<file path="src/rtl/uart_pkg.sv">
// Shared definitions for the UART transmit-side blocks.
package uart_pkg;

  localparam int UART_DATA_W          = 8;
  localparam int DEFAULT_IDLE_TIMEOUT = 20000;

  typedef enum logic {
    ARB_IDLE = 1'b0,
    ARB_OWN  = 1'b1
  } arb_state_e;

endpackage

</file>
<file path="src/rtl/rr_pick.sv">
// Combinational round-robin pick: first set request strictly after ptr_i, wrapping.
module rr_pick #(
  parameter int N     = 4,
  parameter int IDX_W = 2
) (
  input  logic [N-1:0]     req_i,
  input  logic [IDX_W-1:0] ptr_i,
  output logic [N-1:0]     onehot_o,
  output logic [IDX_W-1:0] idx_o,
  output logic             found_o
);

  logic [IDX_W-1:0] cand;
  logic             hit;

  always_comb begin
    onehot_o = '0;
    idx_o    = '0;
    cand     = '0;
    hit      = 1'b0;
    for (int i = 1; i <= N; i++) begin
      cand = IDX_W'((int'(ptr_i) + i) % N);
      if (!hit && req_i[cand]) begin
        hit            = 1'b1;
        idx_o          = cand;
        onehot_o[cand] = 1'b1;
      end
    end
    found_o = hit;
  end

endmodule

</file>
<file path="src/rtl/uart_tx_arbiter.sv">
// Packet-level round-robin arbiter sharing one UART TX byte channel; a silent owner is evicted by timeout.
module uart_tx_arbiter
  import uart_pkg::*;
#(
  parameter int N_REQ        = 4,
  parameter int DATA_W       = UART_DATA_W,
  parameter int IDLE_TIMEOUT = DEFAULT_IDLE_TIMEOUT,
  parameter int ID_W         = (N_REQ > 1) ? $clog2(N_REQ) : 1
) (
  input  logic                    clk_i,
  input  logic                    reset_i,
  input  logic [N_REQ-1:0]        req_valid_i,
  input  logic [N_REQ-1:0]        req_last_i,
  input  logic [N_REQ*DATA_W-1:0] req_data_i,
  output logic [N_REQ-1:0]        req_ready_o,
  output logic                    tx_valid_o,
  input  logic                    tx_ready_i,
  output logic [DATA_W-1:0]       tx_data_o,
  output logic [N_REQ-1:0]        grant_o,
  output logic [ID_W-1:0]         grant_id_o,
  output logic                    busy_o,
  output logic                    timeout_o
);

  localparam int              CNT_W    = (IDLE_TIMEOUT > 1) ? $clog2(IDLE_TIMEOUT) : 1;
  localparam logic [CNT_W-1:0] CNT_LAST = CNT_W'(IDLE_TIMEOUT - 1);

  arb_state_e        state_q, state_d;
  logic [N_REQ-1:0]  grant_q, grant_d;
  logic [ID_W-1:0]   grant_id_q, grant_id_d;
  logic [ID_W-1:0]   last_ptr_q, last_ptr_d;
  logic [CNT_W-1:0]  cnt_q, cnt_d;
  logic              timeout_q, timeout_d;

  logic [N_REQ-1:0]  pick_onehot;
  logic [ID_W-1:0]   pick_idx;
  logic              pick_found;

  logic [DATA_W-1:0] data_masked [N_REQ];
  logic [DATA_W-1:0] owner_data;
  logic              owner_valid;
  logic              owner_last;

  rr_pick #(
    .N     (N_REQ),
    .IDX_W (ID_W)
  ) u_pick (
    .req_i    (req_valid_i),
    .ptr_i    (last_ptr_q),
    .onehot_o (pick_onehot),
    .idx_o    (pick_idx),
    .found_o  (pick_found)
  );

  // grant_q is all-zero in IDLE, so the AND-OR mux yields zero data there.
  genvar gi;
  for (gi = 0; gi < N_REQ; gi++) begin : g_mask
    assign data_masked[gi] = grant_q[gi] ? req_data_i[gi*DATA_W +: DATA_W] : '0;
  end

  always_comb begin
    owner_data = '0;
    for (int k = 0; k < N_REQ; k++) begin
      owner_data = owner_data | data_masked[k];
    end
  end

  assign owner_valid = |(req_valid_i & grant_q);
  assign owner_last  = |(req_last_i & grant_q);

  assign tx_valid_o  = owner_valid;
  assign tx_data_o   = owner_data;
  assign req_ready_o = grant_q & {N_REQ{tx_ready_i}};
  assign grant_o     = grant_q;
  assign grant_id_o  = grant_id_q;
  assign busy_o      = (state_q == ARB_OWN);
  assign timeout_o   = timeout_q;

  always_comb begin
    state_d    = state_q;
    grant_d    = grant_q;
    grant_id_d = grant_id_q;
    last_ptr_d = last_ptr_q;
    cnt_d      = cnt_q;
    timeout_d  = 1'b0;
    case (state_q)
      ARB_IDLE: begin
        cnt_d = '0;
        if (pick_found) begin
          grant_d    = pick_onehot;
          grant_id_d = pick_idx;
          state_d    = ARB_OWN;
        end
      end
      ARB_OWN: begin
        if (owner_valid) begin
          cnt_d = '0;
          if (tx_ready_i && owner_last) begin
            last_ptr_d = grant_id_q;
            grant_d    = '0;
            grant_id_d = '0;
            state_d    = ARB_IDLE;
          end
        end else if (cnt_q == CNT_LAST) begin
          // Only owner silence counts; backpressure never revokes the grant.
          timeout_d  = 1'b1;
          last_ptr_d = grant_id_q;
          grant_d    = '0;
          grant_id_d = '0;
          cnt_d      = '0;
          state_d    = ARB_IDLE;
        end else if (cnt_q != '1) begin
          cnt_d = cnt_q + 1'b1;
        end
      end
      default: state_d = ARB_IDLE;
    endcase
  end

  always_ff @(posedge clk_i) begin
    if (reset_i) begin
      state_q    <= ARB_IDLE;
      grant_q    <= '0;
      grant_id_q <= '0;
      last_ptr_q <= ID_W'(N_REQ - 1);
      cnt_q      <= '0;
      timeout_q  <= 1'b0;
    end else begin
      state_q    <= state_d;
      grant_q    <= grant_d;
      grant_id_q <= grant_id_d;
      last_ptr_q <= last_ptr_d;
      cnt_q      <= cnt_d;
      timeout_q  <= timeout_d;
    end
  end

endmodule
</file>
<file path="config.mk">
export PLATFORM = sky130hd
export DESIGN_NAME = uart_tx_arbiter
export DESIGN_NICKNAME = d
export VERILOG_FILES = /design/src/rtl/uart_pkg.sv /design/src/rtl/rr_pick.sv /design/src/rtl/uart_tx_arbiter.sv
export SDC_FILE = /design/constraint.sdc
export NUM_CORES = 1
export LEC_CHECK = 0
export BUFFER_PORTS_ARGS = -buffer_cell sky130_fd_sc_hd__buf_4
export CAP_MARGIN = 20
export CORE_MARGIN = 2
export CORE_UTILIZATION = 45
export CTS_CLUSTER_SIZE = 40
export DETAILED_ROUTE_END_ITERATION = 8
export GPL_ROUTABILITY_DRIVEN = 1
export PLACE_DENSITY = 0.77
export SLEW_MARGIN = 10
export SYNTH_ARGS = -nofsm -noshare
export SYNTH_HDL_FRONTEND = slang
export SYNTH_SLANG_ARGS = --single-unit
export TNS_END_PERCENT = 20
</file>
<file path="constraint.sdc">
create_clock -name clk_i -period 2.2 [get_ports clk_i]
set_input_delay 0.11 -clock clk_i [delete_from_list [all_inputs] [get_ports clk_i]]
set_output_delay 0.11 -clock clk_i [all_outputs]
set_load 0.1 [all_outputs]
</file>
### Word level (Yosys, flattened, before mapping)

Cells that the tools add are included.

* register bits after elaboration: 25
* output and inout port bits: 21
* bits of input ports: 43

* reduce and logical (&&, ||, !) cells: 17
* add/subtract/negate cells: 5
* order comparisons: 8
* equal/unequal tests: 7
* bitwise gates (word level): 10
* multiplexer cells: 55

Operators with widths (number)
* 15-bit two-way mux: 3
* 4-bit two-way mux: 8
* 8-bit two-way mux: 4
* 15-bit case mux with 2 select lines: 1
* 8-bit bitwise OR: 3
* 2-bit two-way mux: 11
* 1-bit two-way mux: 17
* 15-bit by 1-bit adder with 15-bit output, second input constant: 1
* 15-bit equality test, second input constant: 1
* 15-bit != test, second input constant: 1
* 4-bit AND: 3
* 2-bit by 3-bit < comparator with 1-bit output, second input constant: 4
* 4-bit bitwise OR: 3
* 1-bit binary-select mux with 2-bit select: 4
* 1-bit demux with 2-bit select: 4
* 2-bit by 1-bit >= comparator with 1-bit output, second input constant: 4
* 1-bit logical AND: 8
* 4-bit case mux with 2 select lines: 1
* 4-bit OR reduction: 2
* 3-bit by 2-bit != test with 1-bit output, second input constant: 2
* 3-bit AND reduction: 2
* 6-bit OR reduction: 1
* 2-bit by 1-bit adder with 2-bit output, second input constant: 2
* 2-bit adder, second input constant: 2
* 8 further kinds: 10

### Depth between registers and ports, before layout

Gate-level depths: netlist of run 1.

* word-level depth: 15
* gate-level depth with buffers: 8
* gate-level depth less buffers: 7

### Cells and area by module

From an unflattened synthesis of run 1, not the netlist that was laid out.

* cells, all modules: 261
* area total of the unflattened synthesis: 2152.1 µm²

By module, submodules not included
* uart_tx_arbiter: cells each 175, area an instance 1522.7 µm², seq. area each 500.5 µm², instances 1
* rr_pick: cells each 86, area an instance 629.4 µm², seq. area each 0.0 µm², instances 1

### Worst setup path after synthesis of run 1

OpenSTA, ideal clock, no wires.

* path type: register -> register
* start point: register grant_q[3] (netlist: grant_o[3])
* end point: register grant_q[0] (netlist: grant_o[0])
* setup slack: -0.616 ns
* cell stages (with the launch flop): 6
* data arrival time: 2.699 ns
* cell sequence: dfxtp_1 a22oi_1 nand2_1 and4_1 nor4_4 a22o_1

* elaborated cells between the ends (all ways): 10
* those cells by class: 2 x eq/ne; 2 x mux; 2 x bitwise; 4 x reduce/logical

RTL lines
* start: declaration: line uart_tx_arbiter.sv:29 `logic [N_REQ-1:0] grant_q, grant_d;`
* start signal: assignment: line uart_tx_arbiter.sv:130 `grant_q <= grant_d;`
* 4-bit AND *: line uart_tx_arbiter.sv:68 `assign owner_valid = |(req_valid_i & grant_q);`
* 4-bit OR reduction *: line uart_tx_arbiter.sv:68
* net tx_valid_o: line uart_tx_arbiter.sv:16 `output logic tx_valid_o,`
* 3-bit by 2-bit != test with 1-bit output (no source line) / 4-bit two-way mux (equally long branches)
* 3-bit AND reduction (no source line) / 4-bit case mux with 2 select lines (equally long branches)

Mark *: on every way through the listed nets, which the timed path passes. The rest lies on a longest branch.
A chain may end at the register's enable or synchronous reset.

### Final worst setup path of run 1

* start point: register last_ptr_q[0]
* end point: register grant_q[1] (netlist: grant_o[1])

* cells in the longest elaborated chain, start to end: 15
* elaborated cells between the ends (all ways): 53
* those cells by class: 4 x add/sub; 8 x order compare; 1 x eq/ne; 26 x mux; 3 x bitwise; 11 x reduce/logical

RTL lines
* start: declaration: line uart_tx_arbiter.sv:31 `logic [ID_W-1:0] last_ptr_q, last_ptr_d;`
* start signal: assignment: line uart_tx_arbiter.sv:125 `last_ptr_q <= ID_W'(N_REQ - 1);`
* start signal: assignment: line uart_tx_arbiter.sv:132 `last_ptr_q <= last_ptr_d;`
* parallel branches: the longest is 15 deep, another holds 2-bit by 3-bit < comparator with 1-bit output

Several ways; the timed one is not identified. The select of a mux whose other input is x is not followed.

==> results of run 1 <==
==> sequential cells by signal, summed over array words and instances, names as in the netlist <==
register and count:
grant_id_o 2, busy_o 1, cnt_q 15, last_ptr_q 2, timeout_o 1, grant_o 4
==> worst reg2reg max path: stages (launching register included) <==
cell	delay [ps]
dfxtp_4	380
inv_6	30
ha_4	270
mux4_2	580
nor2b_4	180
a221oi_1	270
o21ai_1	110
a22o_1	230
==> final cells by class <==
cell class	count	area [µm²]
Clock buffer	3	41.29
Clock inverter	1	7.507
Fill cell	353	1313
Inverter	5	23.77
Multi-Input combinational cell	172	1227
Sequential cell	25	510.5
Tap cell	48	60.06
Timing Repair Buffer	71	533.0
==> per-stage QoR <==
stage | std cells | TNS, ps | worst slack [ps] | area (µm²) | hold WS, ps
finish | 325 | 0 | 43.52 | 2404 | 56.95
detailed placement | 321 | -25.99 | -9.152 | 2345 | 337.0
CTS | 325 | 0 | 36.55 | 2404 | 50.75
global route | 325 | -76.99 | -37.99 | 2404 | 59.15
global placement | 321 | 0 | 42.17 | 2345 | 331.8
floorplan | 211 | -410.5 | -82.93 | 1794 | 188.5
==> power by group <==
| group | switching [mW] | internal (mW) | total, mW |
|---|---|---|---|
| Clock | 0.150 | 0.128 | 0.278 |
| Sequential | 0.0297 | 0.465 | 0.495 |
| Combinational | 0.377 | 0.163 | 0.540 |
==> cells in the mapped netlist, types with 4 or more instances <==
cell | instances | area share (%)
nand2_1 | 22 | 4.7
a221oi_1 | 4 | 2.0
and2_1 | 4 | 1.4
nor3_1 | 7 | 2.0
dfxtp_1 | 25 | 28
a22o_1 | 4 | 2.0
o21ai_0 | 13 | 3.7
a22oi_1 | 20 | 8.5
ha_1 | 9 | 6.4
or3_1 | 4 | 1.4
a21oi_1 | 9 | 2.5
nor2_1 | 14 | 3.0
nor2b_1 | 5 | 1.8
nand3_1 | 7 | 2.0
inv_1 | 5 | 1.1
clkbuf_1 | 7 | 1.5
nand4_1 | 4 | 1.4
mux2_2 | 5 | 3.2
xor2_1 | 4 | 2.0
==> final timing paths <==
kind / from / to / slack (ps) / cells after the start
setup reg to reg: last_ptr_q[0]$_SDFFE_PP1P_ / grant_o[1]$_SDFFE_PP0P_ / 40 / 7
hold / removal: reset_i / busy_o$_SDFF_PP0_ / 60 / 2
setup / recovery: last_ptr_q[0]$_SDFFE_PP1P_ / grant_o[1]$_SDFFE_PP0P_ / 40 / 7
hold reg to reg: cnt_q[14]$_SDFFE_PP0P_ / cnt_q[14]$_SDFFE_PP0P_ / 510 / 2
==> routing by layer <==
| metal | track usage (%) | vias to the layer above | part of all wire, % |
|---|---|---|---|
| met5 | 0 | - | 0 |
| met4 | 8.673 | 0 | 2.1 |
| met3 | 3.209 | 10 | 2.9 |
| met2 | 40.25 | 42 | 51 |
| met1 | 27.80 | 873 | 44 |
| li1 | - | 942 | - |
==> repair_timing <==
item                                    4_1_cts  5_1_grt
resized for setup                             3        3
pin swaps                                     1        0
endpoints found under the setup margin        6        5
gates cloned                                  0        0
==> cells by family (layout without fill, tap and decap cells) <==
| kind of cell | count (synthesis) | in the layout | share of synthesized area [%] |
|---|---|---|---|
| AO/OA/AOI/OAI | 63 | 63 | 24.79 |
| XOR/XNOR | 6 | 6 | 2.974 |
| adder cells (fa/ha/maj) | 9 | 9 | 6.374 |
| buffers and inverters | 14 | 80 | 3.470 |
| flip-flops | 25 | 25 | 28.33 |
| multiplexers | 9 | 9 | 7.577 |
| AND/OR/NAND/NOR | 85 | 85 | 26.49 |
==> out/qor.txt, run 1 <==
status: complete, no violations
Worst slew margin: 64.90%
Clock Tree Buf Depth: 2
antenna violations before repair: 0
RD Place Congestion: 0.8923
CTS Root Cell: clkbuf_8
grt ovf: 0
Design Power: 1.312 mW
first-pass GRT wire length: 7900 µm
min cycle time layout: 2156 ps
hold crit path type: input port to flip-flop
syn avg cell area: 8.373 µm²
WP buf/inv: 1
share of post-route cells with drive strength above 1: 35.74%
clk_lat worst skew: 270 ps
number of global-route vias before repair: 1775
commonest non-fill, non-tap cell in the layout: buf_4
Hold Buf Count CTS: 0
flops & latches, synth: 25
critical path, cell by cell: inv_6, ha_4, mux4_2, nor2b_4, a221oi_1, o21ai_1, a22o_1
Largest stage delay, worst path: 580 ps
Peak VDD IR: 0.2325 mV
overall die width: 66.66 µm
Die ar.: 4443 µm²
largest net degree at the start of global routing: 16
syn nets: 263
CTS sink count: 25
asr flop ratio synth: 0%
commonest cells after routing, fill and taps aside: buf_4, nand2_1, a22oi_1
Setup Fix Bufs, Post-CTS: 0
total CTS buffers: 3
Crit Path Class: flip-flop to flip-flop
Slew Viols, Final: 0
Post-synth EDFFs: 0
WL/cell: 14.67 µm
Worst EP required: 2360 ps
CTS tree: done
startpoint types: flip-flop
fmax: 463.7 MHz
post-detailed-route count of antenna-violating nets: 0
Final Net Count: 330
Synth Flop Type: dfxtp_1
Syn-to-layout area delta: 36.05%
yosys warns: 0
drt drc: 0
Pre-Repair DR Iteration Count: 4
GRT Util Overall: 22.79%
ant diodes: 0
largest delay contributor family on the critical path: compound AO/OA/AOI/OAI gates
Die Height: 66.66 µm
Via density: 5.745
CTS H-Tree Depth: 1
crit path max fanout: 5
Starting Density: 47.54%
final hold viol count: 0
Worst-Margin Slew: 526.5 ps
post-synthesis sequential area ratio: 28.33%
clock transition at the registers of the reported paths: 90 ps
P per Cell Area: 546.0 nW/µm²
num rows: 22
I/O Buffers: 63
Slowest-stage cell, CP: mux4_2
max-cap violations: 0
Arr. time, crit path: 2320 ps
RSZ-0062 raised after global routing: yes
Final setup viols: 0
routed via count: 1867
LEAKAGE: 0.9711 nW
DRT iter0 DRCs: 175
cell count after synthesis: 211
Netlist cell types: 43
Core Region: 3716 µm²
Top Ports: 64
Util after Layout: 64.68%
Post-Route Skew: 8.622 ps
HPWL Detailed: 3699 µm
synthesized cell area: 1767 µm²
Worst setup EP type: flip-flop
crit share post-route: 98.02%
Routed WL: 4768 µm
No activity file was read; power rests on OpenSTA's default activity.
==> run 2, diff against run 1 <==
- ABC_AREA: not set -> 1
- BUFFER_PORTS_ARGS: -buffer_cell sky130_fd_sc_hd__buf_4 -> not set
- CORE_UTILIZATION: 45 -> 50
- DONT_BUFFER_PORTS: not set -> 1
- PLACE_DENSITY: 0.77 -> 0.68
==> run 2 against run 1 <==
Compared with the run above: cell area down 7.2%; wire length up 0.17%; largest cell class unchanged; via count up 7.5%; setup slack better by 180 ps; highest routed layer unchanged; total power up 88%; non-clock buffer count down 46; die area down 0.28%; utilization down 4.6 points; register-to-register slack better by 180 ps.
==> out/qor.txt, run 2 <==
Worst slew margin: 73.77% (+8.9 points)
fmax: 505.6 MHz (+9.0%)
Design Power: 2.469 mW (+88%)
antenna violations before repair: 0 (unchanged)
Slowest-stage cell, CP: dfxtp_1
Crit Path Class: flip-flop to flip-flop
Worst EP required: 2400 ps (+40 ps)
Post-synth EDFFs: 0 (unchanged)
Routed WL: 4776 µm (+0.17%)
# fillers: 377 (+6.8%)
grt ovf: 0 (unchanged)
startpoint types: flip-flop
flops & latches, synth: 25 (unchanged)
P per Cell Area: 1107 nW/µm² (+100%)
syn avg cell area: 6.437 µm² (-23%)
footprint of the multi-input gates: 1272 µm² (+3.7%)
CTS tree: done
storage element area: 506.7 µm² (-0.74%)
TNS Setup: 0 ps (unchanged)
CTS resizes: 0 (-3)
LEAKAGE: 1.028 nW (+5.9%)
Die ar.: 4430 µm² (-0.28%)
number of global-route vias before repair: 1739 (-2.0%)
Worst setup EP type: flip-flop
final hold viol count: 0 (unchanged)
asr flop ratio synth: 0% (unchanged)
post-synth top area share: 25.58% (-2.8 points)
Slew Viols, Final: 0 (unchanged)
status: complete, no violations
cell count after synthesis: 304 (+44%)
yosys warns: 0 (unchanged)
most common cell in the netlist: nand2_1
critical path, cell by cell: ha_1, nand2_1, nor2_2, nand2_2, nor3_4, nand3_2, clkinv_2, nand2_4, nand3_2, nand2_1, a21oi_1
min cycle time layout: 1978 ps (-178.5 ps)
WL/cell: 12.77 µm (-13%)
post-detailed-route count of antenna-violating nets: 0 (unchanged)
drt drc: 0 (unchanged)
Pre-Repair DR Iteration Count: 4 (unchanged)
DRT iter0 DRCs: 144 (-18%)
overall die width: 66.56 µm (-0.14%)
Netlist cell types: 34 (-21%)
first-pass GRT wire length: 7424 µm (-6.0%)
share of post-route cells with drive strength above 1: 20.25% (-15 points)
worst slack, placed: 233.4 ps (+242.6 ps)
hold path cells: 3 (+1)
Post-Route Skew: 4.200 ps (-4.422 ps)
post-route setup slack: 222.0 ps (+178.5 ps)
max reg flops: 15 (unchanged)
num rows: 22 (unchanged)
routed via count: 2007 (+7.5%)
Largest stage delay, worst path: 380 ps (-200 ps)
Starting Density: 52.66% (+5.1 points)
Final setup viols: 0 (unchanged)
HPWL Detailed: 3763 µm (+1.7%)
Most flops, register: cnt_q
Final Hold Slack: 19.73 ps (-37.22 ps)
max-cap violations: 0 (unchanged)
commonest non-fill, non-tap cell in the layout: nand2_1
area leader, netlist: dfxtp_1
Syn-to-layout area delta: 14.00%
Clock Tree Buf Depth: 2 (unchanged)
CTS sink count: 25 (unchanged)
post-route insts no fill: 374 (+15%)
Top Ports: 64 (unchanged)
RSZ-0062 raised after global routing: no
I/O Buffers: 0 (-100%)
Synth Flop Type: dfxtp_1
Core Region: 3716 µm² (unchanged)
hold crit path type: input port to flip-flop
ant diodes: 0 (unchanged)
CTS Root Cell: clkbuf_8
reg2reg path depth: 11 (+4)
Post-synth top cells: nand2_1, inv_1, nand3_1, dfxtp_1, nor2_1
Peak VDD IR: 0.4852 mV (+110%)
CTS H-Tree Depth: 1 (unchanged)
post-synthesis sequential area ratio: 25.58% (-2.8 points)
Arr. time, crit path: 2180 ps (-140 ps)
clock transition at the registers of the reported paths: 90 ps (about the same)
Die Height: 66.56 µm (-0.14%)
Worst-Margin Slew: 393.4 ps (-133.1 ps)
clk_lat worst skew: 270 ps (about the same)
crit path max fanout: 11 (+6)
total CTS buffers: 3 (unchanged)
syn nets: 356 (+35%)
largest net degree at the start of global routing: 15 (-1)
crit share post-route: 89.91% (-8.1 points)
commonest cells after routing, fill and taps aside: nand2_1, inv_1, nand3_1
synthesized cell area: 1957 µm² (+11%)
GRT Util Overall: 21.66% (-1.1 points)
Via density: 5.366 (-6.6%)
placed insts: 369 (+15%)
top post-synthesis cells by area: dfxtp_1, nand2_1, nand3_1
Final Net Count: 379 (+15%)
RD Place Congestion: 0.8504 (-4.7%)
-- run 2: worst paths after layout --
kind / start / end / slack, ps
worst max-delay path: cnt_q[0]$_SDFFE_PP0P_ / cnt_q[3]$_SDFFE_PP0P_ / 220
worst min-delay path: reset_i / cnt_q[4]$_SDFFE_PP0P_ / 20
worst max register to register: cnt_q[0]$_SDFFE_PP0P_ / cnt_q[3]$_SDFFE_PP0P_ / 220
worst min register to register: cnt_q[11]$_SDFFE_PP0P_ / cnt_q[11]$_SDFFE_PP0P_ / 480
-- run 2: timing repair --
action                                 CTS  global route
buffers inserted                         0             0
hold buffers                             1             0
setup endpoints to repair                0             0
endpoints found under the hold margin   10             0
-- run 2: final cells by class --
type | count | area share (%)
Clock inverter | 1 | 0.2243
Timing Repair Buffer | 25 | 8.525
Tap cell | 48 | 2.692
Clock buffer | 3 | 1.851
Multi-Input combinational cell | 231 | 57.04
Sequential cell | 25 | 22.71
Inverter | 41 | 6.955
-- run 2: per-stage QoR --
step	utilization (%)	instance area, µm²
finish	60.03	2231
floorplan	-	1972
detailed placement	58.52	2175
CTS	60.03	2231
global route	60.03	2231
global placement	58.52	2175
-- run 2: kinds of logic after synthesis --
| kind of cell | count (synthesis) | share of synthesized area, % |
|---|---|---|
| DFF | 25 | 25.58 |
| buffers and inverters | 48 | 9.846 |
| adders and majority gates | 9 | 5.755 |
| AOI/OAI and AO/OA | 39 | 12.66 |
| and+or+nand+nor | 183 | 46.16 |
-- run 2: metal layers --
layer,global-route usage [%],share of wire [%],up-vias
met5,0,0,-
met4,7.653,2.1,0
met3,3.885,4.0,8
met2,37.13,52,48
met1,27.05,42,913
li1,-,-,1038
-- run 2: worst max-delay path: cells and delay by family, from the launching register on --
family	cells	cell delay, ps
adders and majority gates	1	200
and+or+nand+nor	8	1050
AOI/OAI and AO/OA	1	120
buffers and inverters	1	150
DFF	1	380
-- run 2: power by group --
group / leakage (nW) / internal, mW / switching [mW]
clock network: 0.0255 / 0.127 / 0.145
logic: 0.798 / 0.364 / 1.27
registers: 0.205 / 0.501 / 0.0605
total: 1.03 / 0.992 / 1.48
